[config.mk]
export PLATFORM = sky130hd
export DESIGN_NAME = clb_add
export DESIGN_NICKNAME = d
export VERILOG_FILES = /design/src/rtl/clb_pkg.sv /design/src/rtl/clb_fa.sv /design/src/rtl/clb_add.sv
export SDC_FILE = /design/constraint.sdc
export NUM_CORES = 1
export LEC_CHECK = 0
export BUFFER_PORTS_ARGS = -buffer_cell sky130_fd_sc_hd__buf_4
export CAP_MARGIN = 10
export CORE_MARGIN = 1
export CORE_UTILIZATION = 25
export DETAILED_ROUTE_END_ITERATION = 10
export GPL_TIMING_DRIVEN = 0
export PLACE_DENSITY_LB_ADDON = 0.25
export SETUP_SLACK_MARGIN = 0.1
export SYNTH_ARGS = -nofsm -noshare
export SYNTH_HDL_FRONTEND = slang
export SYNTH_SLANG_ARGS = --single-unit
[constraint.sdc]
create_clock -name clk -period 1.8 [get_ports clk]
set_clock_uncertainty 0.1 [all_clocks]
set_input_delay 0.36 -clock clk [delete_from_list [all_inputs] [get_ports clk]]
set_output_delay 0.36 -clock clk [all_outputs]
set_load 0.02 [all_outputs]
[src/rtl/clb_pkg.sv]
// Shared constants and helpers for the CLB-style adder.
package clb_pkg;

  localparam int CLB_WIDTH = 32;

  // Operand field offsets inside the packed din word (B low, A high).
  localparam int B_LSB = 0;
  localparam int A_LSB = CLB_WIDTH;

  function automatic int sum_width(input int width);
    return width + 1;
  endfunction

  function automatic int a_lsb(input int width);
    return width;
  endfunction

endpackage

[src/rtl/clb_fa.sv]
// One-bit full adder expressed as a pair of 3-input LUT truth tables.
module clb_fa (
  input  logic a,
  input  logic b,
  input  logic cin,
  output logic sum,
  output logic cout
);

  // LUT init words indexed by {a, b, cin}.
  localparam logic [7:0] SUM_LUT  = 8'b1001_0110;
  localparam logic [7:0] COUT_LUT = 8'b1110_1000;

  logic [2:0] sel;

  assign sel  = {a, b, cin};
  assign sum  = SUM_LUT[sel];
  assign cout = COUT_LUT[sel];

endmodule

[src/rtl/clb_add.sv]
// Pipelined unsigned adder: ripple chain of LUT full adders feeding a
// single-entry valid/ready output register.
module clb_add
  import clb_pkg::*;
#(
  parameter int WIDTH = CLB_WIDTH
) (
  input  logic                        clk,
  input  logic                        rst,
  input  logic                        en,
  output logic                        rdy,
  input  logic                        send_data,
  input  logic [2*WIDTH-1:0]          din,
  input  logic                        divld,
  output logic [sum_width(WIDTH)-1:0] dout,
  output logic                        dovld
);

  logic [WIDTH-1:0] op_a;
  logic [WIDTH-1:0] op_b;
  logic [WIDTH-1:0] sum_bits;
  logic [WIDTH:0]   carry;
  logic             accept;
  logic             consume;

  assign op_a     = din[a_lsb(WIDTH) +: WIDTH];
  assign op_b     = din[B_LSB +: WIDTH];
  assign carry[0] = 1'b0;

  for (genvar i = 0; i < WIDTH; i++) begin : g_chain
    clb_fa u_fa (
      .a    (op_a[i]),
      .b    (op_b[i]),
      .cin  (carry[i]),
      .sum  (sum_bits[i]),
      .cout (carry[i+1])
    );
  end

  assign rdy     = rst & en & (~dovld | send_data);
  assign accept  = divld & rdy;
  assign consume = dovld & send_data & en;

  // A same-cycle accept overrides the consume so results can stream every cycle.
  always_ff @(posedge clk or negedge rst) begin
    if (!rst) begin
      dout  <= '0;
      dovld <= 1'b0;
    end else if (accept) begin
      dout  <= {carry[WIDTH], sum_bits};
      dovld <= 1'b1;
    end else if (consume) begin
      dovld <= 1'b0;
    end
  end

endmodule

==> results.rst <==
.. list-table::
   :header-rows: 1

   * - Metric
     - Value
   * - Port Buffers
     - 103
   * - Placement Rows
     - 43
   * - Core area
     - 13,830 um2
   * - Total setup violations reported at the end of the flow
     - 30
   * - Ports
     - 104
   * - Count of yosys warnings during synthesis
     - 0
   * - Post-synthesis sequential element count
     - 34
   * - Sequential element share of the synthesized area
     - 24.07%
   * - Unique masters post-synth
     - 46
   * - Worst reg-to-reg setup slack
     - -0.28 ns
   * - Latest clock arrival within the worst-skew pair
     - 0.28 ns
   * - Internal
     - 2.378 mW
   * - Number of maximum-capacitance violations
     - 0
   * - Number of clock buffers inserted by TritonCTS
     - 5
   * - Number of buffers on the longest clock path
     - 2
   * - Via count normalized by instance count
     - 4.785
   * - Critical path startpoint category
     - primary input
   * - Initial core utilization
     - 25.56%
   * - Crit path DAT
     - 12.86 ns
   * - Vias in the first global route
     - 3,613
   * - Final instance area
     - 5859 um2
   * - Worst Hold Path EP
     - dovld
   * - Launching instance or port of the critical path
     - din[0]
   * - Overflow left after global routing
     - 0
   * - Crit Path Category
     - primary input to flop
   * - Pin count of the biggest net entering global routing
     - 35
   * - Worst Tran Pin Value
     - 0.7725 ns
   * - Total Nets Final
     - 707
   * - Cell chosen for the clock root
     - clkbuf_16
   * - Number of antenna diodes
     - 0
   * - Primary flip-flop cell chosen by synthesis mapping
     - dfrtp_1
   * - Share of final-layout standard cells stronger than drive strength 1
     - 52.17%
   * - Number of synthesized flops with an enable pin
     - 0
   * - Cells on Worst Hold Path
     - 4
   * - Worst supply voltage drop on vdd
     - 0.0003830 V
   * - Wire length of the first global-routing pass
     - 18,010 um
   * - Terminus of the critical flop-to-flop path
     - dout[26]
   * - Synthesized Nets
     - 547
   * - Remaining design rule violation count
     - 0
   * - Total count of max-transition violations in the final report
     - 0
   * - Origin of the critical flop-to-flop path
     - dovld
   * - Setup Slack @ Placement
     - -12.20 ns
   * - Total negative slack
     - -168.65 ns
   * - Most common cell after layout, fill and taps aside
     - buf_4
   * - Count of H-tree levels built during CTS
     - 2
   * - Synthesized instance count
     - 414
   * - Mean instance size in the synthesized netlist
     - 8.538 um2
   * - CP peak stage delay
     - 0.48 ns
   * - Reported net switching power
     - 1.399 mW
   * - Headroom to the max-slew limit
     - 48.50%
   * - RSZ-0062 raised after global routing
     - yes
   * - Count of routing violations after the opening detailed-route iteration
     - 139
   * - Register-to-Register Path Depth
     - 6
   * - Routability cong.
     - 0.7794
   * - Combinational power share
     - 48.4%
   * - CTS tree
     - yes
   * - Post-route fraction of the period consumed by the critical path
     - 710.9%
   * - Number of antenna violations at the first check in global routing
     - 0
   * - Area of the die
     - 14,620 um2
   * - Post-detailed-route count of antenna-violating nets
     - 0
   * - Maximum clock frequency
     - 78.15 MHz
   * - Required time at the worst-slack endpoint
     - 1.86 ns
   * - Hold Vio Cnt, Final
     - 0
   * - Detailed-route wire length per cell
     - 15.41 um
   * - CP max FO
     - 3
   * - Non-filler cells in the finished layout
     - 755
   * - Sequential share of power
     - 28.2%
   * - Detailed-route via count
     - 3,613
   * - Die height
     - 120.9 um
   * - Run status
     - finished, violations left
   * - Sink count of the clock tree
     - 34
   * - Final wirelength
     - 11,640 um
   * - Chip Width
     - 120.9 um
   * - Global routing usage summed across all routing layers
     - 15.83%
   * - Switching fraction of total power
     - 37.04%
   * - Synth async-reset ratio
     - 100.0%
   * - Total power consumption of the routed design
     - 3.778 mW
   * - Power density of the placed cells
     - 644.7 nW/um2
   * - Element type at the critical path end
     - flop
   * - Post-synthesis instance area
     - 3535 um2
   * - Final Hold Slack
     - 0.2633 ns
   * - Violated checks
     - setup timing
   * - Dpl cell area
     - 4745 um2
   * - Leading cell types in the layout, fill and taps excluded
     - buf_4 (147), nor2_1 (34), nand2_1 (34), dfrtp_1 (34), ha_2 (27)
   * - # placed instances
     - 697
   * - Area growth from synthesis to final layout
     - 65.77%
   * - Final core utilization
     - 42.38%
   * - P_leak
     - 2.521 nW
   * - Clock slew at the register clock pins of the worst setup and hold paths
     - 0.05 ns
   * - Placed wire-length estimate after detailed placement
     - 8209 um
   * - Drt first pass iters
     - 4
   * - Setup slack of the critical path after layout
     - -11.00 ns
   * - Path category of the worst min-delay check
     - primary input to flop
   * - Slowest CP cell
     - or4_4
   * - Critical hold path startpoint
     - send_data
   * - Clock network power share
     - 23.4%
   * - Time the final worst path needs with I/O delays and setup
     - 12.80 ns
state kept, by name, indices dropped and copies added (netlist names):
signal / flops
dout: 33
dovld: 1
power by group through the flow:
stage | clock (mW) | sequential, mW | combinational [mW]
3_3_place_gp | 0 | 1.08 | 1.49
3_5_place_dp | 0 | 1.08 | 1.53
5_1_grt | 0.939 | 1.09 | 1.99
4_1_cts | 0.916 | 1.07 | 1.68
6_report | 0.884 | 1.07 | 1.83
2_1_floorplan | 0 | 1.28 | 0.638
worst max path at each step:
stage | slack [ns] | depth (start not counted) | to
2_1_floorplan | -10.61 | 79 | dout[30]
6_report | -11.00 | 80 | dout[30]
5_1_grt | -11.72 | 83 | dout[30]
3_3_place_gp | -11.95 | 79 | dout[30]
3_5_place_dp | -12.20 | 79 | dout[31]
4_1_cts | -10.93 | 82 | dout[31]
cell families (layout without fill, tap and decap cells):
logic type	after synthesis	after routing	share of synthesized area, %
DFF	34	34	24.07
AOI/OAI and AO/OA	113	113	21.70
buffers and inverters	23	184	2.442
muxes	29	29	8.531
adders and majority gates	64	64	22.65
and+or+nand+nor	151	151	20.60
worst max-delay path: cells and delay by family:
family	cells	cell delay, ns
adder cells (fa/ha/maj)	21	3.67
AO/OA/AOI/OAI	23	3.76
buffers and inverters	4	0.42
AND/OR/NAND/NOR	29	3.89
multiplexers	3	0.73
synthesized netlist by cell type, drive strengths merged, types with 4 or more instances:
cell | n | area [um2]
o21a | 15 | 112.6
clkbuf | 6 | 22.52
nand3b | 4 | 30.03
a21oi | 23 | 115.1
nand2b | 9 | 56.30
ha | 64 | 800.8
inv | 16 | 60.06
nand2 | 35 | 131.4
nor2 | 62 | 232.7
dfrtp | 34 | 850.8
mux2i | 26 | 260.3
or2 | 6 | 37.54
o22a | 8 | 70.07
a31oi | 16 | 100.1
o21ai | 31 | 162.7
nor3 | 5 | 25.02
nor3b | 4 | 30.03
nor2b | 11 | 68.82
final cells by class:
| class | count | area, um2 |
|---|---|---|
| clock buffer | 7 | 142.6 |
| clock inverter | 1 | 5.005 |
| sequential | 34 | 850.8 |
| timing repair buffer | 153 | 1194 |
| buffer | 7 | 55.05 |
| fill | 1358 | 7968 |
| tap | 180 | 225.2 |
| inverter | 16 | 60.06 |
| multi-input combinational | 357 | 3327 |
routing by layer:
metal	global-route usage (%)	wire length (um)	vias up
met5	0	0	-
met4	3.472	90	0
met3	2.961	662	7
met2	27.11	5801	79
met1	20.50	5080	1717
li1	-	-	1810
timing repair:
action,4_1_cts,5_1_grt
endpoints found under the setup margin,35,32
buffers inserted,32,16
endpoints found under the hold margin,34,0
hold buffers,2,0
pin swaps,31,32
gates resized for setup,61,68
No activity file was read; power rests on OpenSTA's default activity.
